[config.mk]
export PLATFORM = sky130hd
export DESIGN_NAME = add8u_err_profiler
export DESIGN_NICKNAME = d
export VERILOG_FILES = /design/src/rtl/add_prof_pkg.sv /design/src/rtl/add_err_calc.sv /design/src/rtl/add8u_err_profiler.sv
export SDC_FILE = /design/constraint.sdc
export NUM_CORES = 1
export LEC_CHECK = 0
export BUFFER_PORTS_ARGS = -buffer_cell sky130_fd_sc_hd__buf_2
export CORE_MARGIN = 1.5
export CORE_UTILIZATION = 54
export DETAILED_ROUTE_END_ITERATION = 10
export PLACE_DENSITY = 0.78
export SLEW_MARGIN = 25
export SYNTH_ARGS = -nofsm -noshare
export SYNTH_HDL_FRONTEND = slang
export SYNTH_SLANG_ARGS = --single-unit
export TNS_END_PERCENT = 30
[constraint.sdc]
create_clock -name clk -period 8.6 [get_ports clk]
set_input_delay 0.86 -clock clk [delete_from_list [all_inputs] [get_ports clk]]
set_output_delay 0.86 -clock clk [all_outputs]
set_load 0.03 [all_outputs]
[src/rtl/add_prof_pkg.sv]
// Shared widths and FSM state encoding for the approximate-adder error profiler.
package add_prof_pkg;

  // Operand width of the adders in the library.
  localparam int ADD_W = 8;

  // Derived widths, sized so that no accumulator can overflow over a full sweep.
  function automatic int sw_of(input int w);  // sum / |error|
    return w + 1;
  endfunction

  function automatic int cw_of(input int w);  // error count, up to 2^(2w)
    return 2 * w + 1;
  endfunction

  function automatic int aw_of(input int w);  // sum of |error|
    return 3 * w + 1;
  endfunction

  function automatic int qw_of(input int w);  // sum of error squared
    return 4 * w + 2;
  endfunction

  localparam int SW = sw_of(ADD_W);
  localparam int CW = cw_of(ADD_W);
  localparam int AW = aw_of(ADD_W);
  localparam int QW = qw_of(ADD_W);

  typedef enum logic [1:0] {
    IDLE  = 2'd0,
    SWEEP = 2'd1,
    DRAIN = 2'd2,
    DONE  = 2'd3
  } state_t;

endpackage

[src/rtl/add_err_calc.sv]
// Combinational error arithmetic: exact sum of the presented pair, plus
// |approx - exact| and its square for the pair held in the stage-1 registers.
module add_err_calc #(
  parameter int W = add_prof_pkg::ADD_W
) (
  input  logic [W-1:0]   a,
  input  logic [W-1:0]   b,
  input  logic [W:0]     approx_q,
  input  logic [W:0]     exact_q,
  output logic [W:0]     exact,
  output logic [W:0]     err_abs,
  output logic [2*W+1:0] err_sq
);

  logic signed [W+1:0] diff;
  logic signed [W+1:0] diff_neg;

  // One extra bit on both operands keeps the sum exact.
  assign exact    = {1'b0, a} + {1'b0, b};

  // Zero-extend before subtracting so the sign bit is meaningful.
  assign diff     = $signed({1'b0, approx_q}) - $signed({1'b0, exact_q});
  assign diff_neg = -diff;
  // |diff| never exceeds 2^(W+1)-1, so dropping the sign bit is lossless.
  assign err_abs  = diff[W+1] ? diff_neg[W:0] : diff[W:0];

  assign err_sq   = {{(W+1){1'b0}}, err_abs} * {{(W+1){1'b0}}, err_abs};

endmodule

[src/rtl/add8u_err_profiler.sv]
// Exhaustive error profiler for an unsigned approximate adder: sweeps every
// operand pair, compares the adder output to the exact sum and accumulates
// error count, sum |e|, sum e^2, worst-case |e| and the first pair reaching it.
module add8u_err_profiler
  import add_prof_pkg::*;
#(
  parameter int W = ADD_W
) (
  input  logic                   clk,
  input  logic                   rst,
  input  logic                   start,
  output logic [W-1:0]           op_a,
  output logic [W-1:0]           op_b,
  input  logic [sw_of(W)-1:0]    approx_sum,
  output logic                   busy,
  output logic                   done,
  output logic [cw_of(W)-1:0]    err_cnt,
  output logic [aw_of(W)-1:0]    sum_abs_err,
  output logic [qw_of(W)-1:0]    sum_sq_err,
  output logic [sw_of(W)-1:0]    max_abs_err,
  output logic [W-1:0]           wc_a,
  output logic [W-1:0]           wc_b
);

  localparam int SUM_W = sw_of(W);
  localparam int CNT_W = cw_of(W);
  localparam int ABS_W = aw_of(W);
  localparam int SQ_W  = qw_of(W);

  state_t             state;
  logic               start_ok;
  logic               last_pair;
  logic [2*W-1:0]     pair_next;

  logic               s1_valid;
  logic [W-1:0]       s1_a;
  logic [W-1:0]       s1_b;
  logic [SUM_W-1:0]   s1_approx;
  logic [SUM_W-1:0]   s1_exact;

  logic [SUM_W-1:0]   exact;
  logic [SUM_W-1:0]   err_abs;
  logic [2*W+1:0]     err_sq;

  assign start_ok  = start && ((state == IDLE) || (state == DONE));
  assign last_pair = (op_a == {W{1'b1}}) && (op_b == {W{1'b1}});
  assign pair_next = {op_a, op_b} + (2*W)'(1);

  assign busy = (state == SWEEP) || (state == DRAIN);
  assign done = (state == DONE);

  add_err_calc #(.W(W)) u_calc (
    .a        (op_a),
    .b        (op_b),
    .approx_q (s1_approx),
    .exact_q  (s1_exact),
    .exact    (exact),
    .err_abs  (err_abs),
    .err_sq   (err_sq)
  );

  // FSM and pair counter; op_b is the low half so it increments fastest.
  always_ff @(posedge clk) begin
    // NOTE: reset is sampled on the clock edge, so it lives inside the edge branch rather than the sensitivity list.
    if (rst) begin
      state <= IDLE;
      op_a  <= '0;
      op_b  <= '0;
    end else begin
      // NOTE: non-blocking updates make every register see pre-edge values, which is what the pipeline relies on.
      case (state)
        IDLE, DONE: begin
          if (start_ok) begin
            state <= SWEEP;
            op_a  <= '0;
            op_b  <= '0;
          end
        end
        SWEEP: begin
          {op_a, op_b} <= pair_next;  // wraps to 0 after the last pair
          if (last_pair) state <= DRAIN;
        end
        DRAIN:   state <= DONE;
        default: state <= IDLE;
      endcase
    end
  end

  // Stage 1: capture the adder result, the exact sum and the pair that produced them.
  always_ff @(posedge clk) begin
    if (rst) begin
      s1_valid  <= 1'b0;
      s1_a      <= '0;
      s1_b      <= '0;
      s1_approx <= '0;
      s1_exact  <= '0;
    end else begin
      s1_valid <= (state == SWEEP);
      if (state == SWEEP) begin
        s1_a      <= op_a;
        s1_b      <= op_b;
        s1_approx <= approx_sum;
        s1_exact  <= exact;
      end
    end
  end

  // Stage 2: accumulate statistics; worst case uses a strict compare so the first pair wins.
  always_ff @(posedge clk) begin
    if (rst || start_ok) begin
      err_cnt     <= '0;
      sum_abs_err <= '0;
      sum_sq_err  <= '0;
      max_abs_err <= '0;
      wc_a        <= '0;
      wc_b        <= '0;
    end else if (s1_valid) begin
      if (err_abs != '0) begin
        err_cnt     <= err_cnt + CNT_W'(1);
        sum_abs_err <= sum_abs_err + ABS_W'(err_abs);
        sum_sq_err  <= sum_sq_err + SQ_W'(err_sq);
      end
      if (err_abs > max_abs_err) begin
        max_abs_err <= err_abs;
        wc_a        <= s1_a;
        wc_b        <= s1_b;
      end
    end
  end

endmodule

; Word level (Yosys, flattened, before mapping)
; Cells that the tools add are included.
[totals]
register_bits = 154
mem_count = 0
input_bits = 12
elab_cells = 50
ramBits = 0
mem_bits_ro = 0
latchBits = 0
[op_classes]
n_div = 0
shifts = 0
n_bitwise = 0
magnitude_cmp = 1
n_reduce_logical = 13
mul = 1
add_sub_neg = 7
mux = 7
n_eq_ne = 7
[op_table]
columns = operator, n
row1 = 34-bit by 18-bit adder with 34-bit output, 1
row2 = 8-bit case mux with 2 select lines, 2
row3 = 25-bit by 9-bit adder with 25-bit output, 1
row4 = 9-bit by 9-bit multiplier with 18-bit output, 1
row5 = 17-bit by 1-bit adder with 17-bit output (second input constant), 1
row6 = 16-bit by 1-bit adder with 16-bit output (second input constant), 1
row7 = 8-bit equality test (second input constant), 2
row8 = 9-bit by 9-bit subtractor with 10-bit output, 1
row9 = 8-bit by 8-bit adder with 9-bit output, 1
row10 = 9-bit > comparator, 1
row11 = 9-bit two-way mux, 1
row12 = 9-bit negator, 1
row13 = 9-bit nonzero test, 1
row14 = 8-bit two-way mux, 1
row15 = 2-bit AND reduction, 4
row16 = 2-bit case mux with 3 select lines, 1
row17 = 2-bit equality test (second input constant), 2
row18 = 2-bit two-way mux, 2
row19 = 2-bit inequality test (second input constant), 2
row20 = 1-bit logical OR, 3
row21 = 2-bit by 1-bit equality test with 1-bit output (second input constant), 1
row22 = 1-bit logical AND, 2
row23 = 2-bit logical NOT, 1
row24 = 2-bit nonzero test, 1
row25 = 2-bit OR reduction, 1

; Longest topological paths before layout
[depth]
ltp_word = 5
mapped_depth = 33
depth_no_buf = 31

; Cells and area by module
; Synthesis repeated with hierarchy kept, for this count alone.
[hier_totals]
cells_unflattened = 1246
area_unflattened_um2 = 10456.3
[modules_own_cells]
columns = module, seq_area_each_um2, cells_per_inst, area_each_um2, n_inst
row1 = add8u_err_profiler, 3083.0, 864, 7518.5, 1
row2 = add_err_calc, 0.0, 382, 2937.8, 1

; Worst setup path before layout
; No wires, ideal clock.
[synth_timing]
path_type = register to register
from = register s1_approx[0]
to = register sum_sq_err[28]
stages_incl_launch_ff = 33
synth_period_minus_slack_ns = 7.976
t_required_ns = 8.468
setup_slack_ns = 0.624
arrival_ns = 7.844
cell_sequence = dfxtp_1 -> inv_1 -> ha_1 -> fa_1 -> nand2b_1 -> a21oi_1 -> xnor2_1 -> nor3_1 -> or3b_2 -> and2_1 -> clkbuf_1 -> inv_1 -> nand2_1 -> fa_1 -> inv_1 -> fa_1 -> inv_1 -> fa_1 -> inv_1 -> fa_1 -> inv_1 -> fa_1 -> inv_1 -> ha_1 -> and4_1 -> and2_1 -> a2111oi_0 -> nor3_1 -> a211o_1 -> a21o_1 -> a21oi_1 -> or4_1 -> a21oi_1
[synth_between]
elab_chain_len = 5
[synth_rtl]
columns = element, line
row1 = start: declaration, add8u_err_profiler.sv:38  ; logic [SUM_W-1:0] s1_approx;
row2 = start signal: assignment, add8u_err_profiler.sv:102  ; s1_approx <= approx_sum;
row3 = 9-bit by 9-bit subtractor with 10-bit output (*), add_err_calc.sv:22  ; assign diff = $signed({1'b0, approx_q}) - $signed({1'b0, exact_q});
row4 = 9-bit negator, add_err_calc.sv:23  ; assign diff_neg = -diff;
row5 = 9-bit two-way mux (*), add_err_calc.sv:25  ; assign err_abs = diff[W+1] ? diff_neg[W:0] : diff[W:0];
row6 = via err_abs[5], add8u_err_profiler.sv:42  ; logic [SUM_W-1:0] err_abs;
row7 = 9-bit by 9-bit multiplier with 18-bit output / 9-bit nonzero test (equally long branches), "add_err_calc.sv:27, add8u_err_profiler.sv:118"
row8 = 34-bit by 18-bit adder with 34-bit output / 2-bit AND reduction (equally long branches), -
row9 = end signal: assignment, add8u_err_profiler.sv:121  ; sum_sq_err <= sum_sq_err + SQ_W'(err_sq);
row10 = end: declaration, add8u_err_profiler.sv:19  ; output logic [qw_of(W)-1:0] sum_sq_err,
; Mark *: on every way through the listed nets, which the timed path passes. The rest lies on a longest branch.
; A chain may end at the register's enable or synchronous reset.

; Final worst setup path
[layout_timing]
from = register s1_approx[0]
to = register sum_sq_err[30]
; The elaborated chain is that of the path after synthesis.

==> reports/results.ini <==
[status]
status = complete, no violations

[floorplan]
dieArea_um2 = 20100
rows = 50
core_um2 = 18800
die_w_um = 142
initial_utilization_pct = 55.3
fp.dieH_um = 142
boundaryPins = 131

[routing]
dr.pass1.iters = 4
wl_met2_mm = 12.2
postRouteWirelength_mm = 24.8
drcViolationCount = 0
wl_met1_mm = 11.0
post_drt_wl_per_cell_um = 15.5
highest_layer = met4
via_count = 8906
route.met3.wl_mm = 1.23
dr.first_iter.drc_count = 459
antenna_left = 0
vias_per_cell = 5.58

[clock_network]
cts_buffers = 17
cts_buffer_depth = 2
clk_pin_slew_ns = 0.07
h-tree-depth = 4
cts_tree = built
clock_sinks = 154
post_cts_buffers = 0
cts_root_buf = clkbuf_16
cts_hold_buf = 0
clk-insertion-delay-late_ns = 0.43
post_cts_resized = 0

[yosys]
synth_top_cell_by_area = dfxtp_1
yosys_warnings = 0
synth_area_leaders = dfxtp_1, ha_1, fa_1, nor2_1, mux2i_1
yosys-top-cells-count = dfxtp_1, nor2_1, inv_1
syn_avg_cell_area_um2 = 8.60
yosysMostFrequentCell = dfxtp_1
yosysUniqueCellTypes = 63
synth_ff_type = dfxtp_1
synth_edf_count = 0
ys_ff_latch = 154
netlist.area_leader.share_pct = 29.6
synthCells = 1210
netlist_area_um2 = 10400
seq_area_frac_synth_pct = 29.6
synth_nets = 1358
async_reset_ff_share_pct = 0

[timing]
fin_crit_sh_pct = 95.7
max_freq_mhz = 122
finalSetupViolations = 0
slew_headroom_pct = 37.6
slew_viol_final = 0
worst_slew_pin_slew_ns = 0.936
finalCriticalPeriod_ns = 8.23
rsz0062_at_grt = true
hold_viol = 0
finClkSkew_ns = 0.0138

[critical_path]
cp-start-kind = flop
cp-startpoint = s1_approx[0]$_SDFFE_PP0P_
cp_slowest_cell = fa_1
worst_r2r_path_depth = 32
cp_common_cell = inv_1
cpPeakStageDelay_ns = 0.52
crit-reg2reg-launch = s1_approx[0]$_SDFFE_PP0P_
worstSetupPathType = flop to flop
cp_max_fo = 8
timing.rr.end = sum_sq_err[30]$_SDFFE_PP0P_
cp_data_arrival_time_ns = 8.51
crit_path_end = sum_sq_err[30]$_SDFFE_PP0P_
cp_data_required_time_ns = 8.88
rrSetupSlack_ns = 0.37
cp-end-kind = flop

[placed_design]
io_buffers = 130
hpwl_mm = 17.9
gp_congestion = 0.896
dpl_cell_area_um2 = 11300

[grt]
gr-usage-all-layers_pct = 25.3
grt_first_pass_wirelength_mm = 40.8
grt_start_max_net_pins = 96
grt_pass1_vias = 8337
gr-total-overflow = 0
antenna_found_initial = 0

[final_layout]
num_antenna_cells = 0
area_growth_pct = 14.6
nNetsFinal = 1472
stdcell_area_um2 = 11900
drive_above_1_share_pct = 14.7
final_core_util_pct = 63.4

[hold_path]
hold_depth = 2
worstHoldPathType = flop to flop

[run]
maxCapViolCount = 0

==> worst max-delay path, delay by kind of cell, from the launching register on <==
family | cells | cell delay, ns
fa+ha+maj | 8 | 3.50
simple gates | 9 | 1.85
compound gates | 6 | 1.41
buf+inv | 8 | 0.73
flops | 1 | 0.33
xor+xnor | 1 | 0.26
==> state kept, by name, indices dropped and copies added, names as in the netlist <==
| name | cells |
|---|---|
| op_a | 8 |
| s1_a | 8 |
| s1_approx | 9 |
| wc_b | 8 |
| sum_sq_err | 34 |
| s1_b | 8 |
| s1_exact | 9 |
| op_b | 8 |
| wc_a | 8 |
| state | 2 |
| err_cnt | 17 |
| sum_abs_err | 25 |
| s1_valid | 1 |
| max_abs_err | 9 |
==> how the worst min path moves through the flow <==
stage                                     from                         end  slack [ns]
CTS                 sum_sq_err[9]$_SDFFE_PP0P_  sum_sq_err[9]$_SDFFE_PP0P_        0.47
detailed placement  sum_sq_err[9]$_SDFFE_PP0P_  sum_sq_err[9]$_SDFFE_PP0P_        0.46
finish              sum_sq_err[7]$_SDFFE_PP0P_  sum_sq_err[7]$_SDFFE_PP0P_        0.47
floorplan             s1_exact[7]$_SDFFE_PP0P_    s1_exact[7]$_SDFFE_PP0P_        0.45
global placement    sum_sq_err[8]$_SDFFE_PP0P_  sum_sq_err[8]$_SDFFE_PP0P_        0.46
global route        sum_sq_err[8]$_SDFFE_PP0P_  sum_sq_err[8]$_SDFFE_PP0P_        0.49
==> cell families (layout without fill, tap and decap cells) <==
kind of cell | after synthesis | count (layout) | share of synthesized area (%)
compound gates | 265 | 265 | 17.2
xor+xnor | 53 | 53 | 4.86
fa+ha+maj | 136 | 136 | 19.9
buf+inv | 185 | 312 | 7.02
flops | 154 | 154 | 29.6
mux | 51 | 51 | 4.90
simple gates | 366 | 366 | 16.5
==> through the flow <==
stage	setup TNS (ns)	setup slack, ns	std cells	hold WS [ns]
2_1_floorplan	0	0.624	1210	0.450
3_3_place_gp	0	0.452	1564	0.457
3_5_place_dp	0	0.234	1565	0.460
4_1_cts	0	0.210	1597	0.472
5_1_grt	-0.477	-0.102	1597	0.491
6_report	0	0.372	1597	0.473
==> layer usage <==
metal,GRT usage (%),up-vias
li1,-,4423
met1,32.4,4276
met2,43.0,185
met3,5.77,22
met4,6.57,0
met5,0,-
==> cells in the final DEF, fill, tap and decap left out, types with 17 or more instances in the layout <==
master     count
nand2_1       99
nor2_1       139
xnor2_1       29
o21ai_0       20
dfxtp_1      154
a21o_1        23
nand3_1       32
ha_1          85
clkbuf_16     17
fa_1          50
or4_1         30
o31ai_1       41
xor2_1        20
inv_1        134
a21oi_1       88
mux2i_1       51
buf_2        130
==> final cells by class <==
class	count	area, um2
repair buffers	142	761
fillers	1616	6900
multi-input cells	871	6640
well taps	260	325
flip-flops and latches	154	3080
clock buffers	18	429
inverters	138	520
clock inverters	14	180
Power is not shown: default switching activity piles up to over one toggle a cycle in this logic, so the estimate is an artifact.
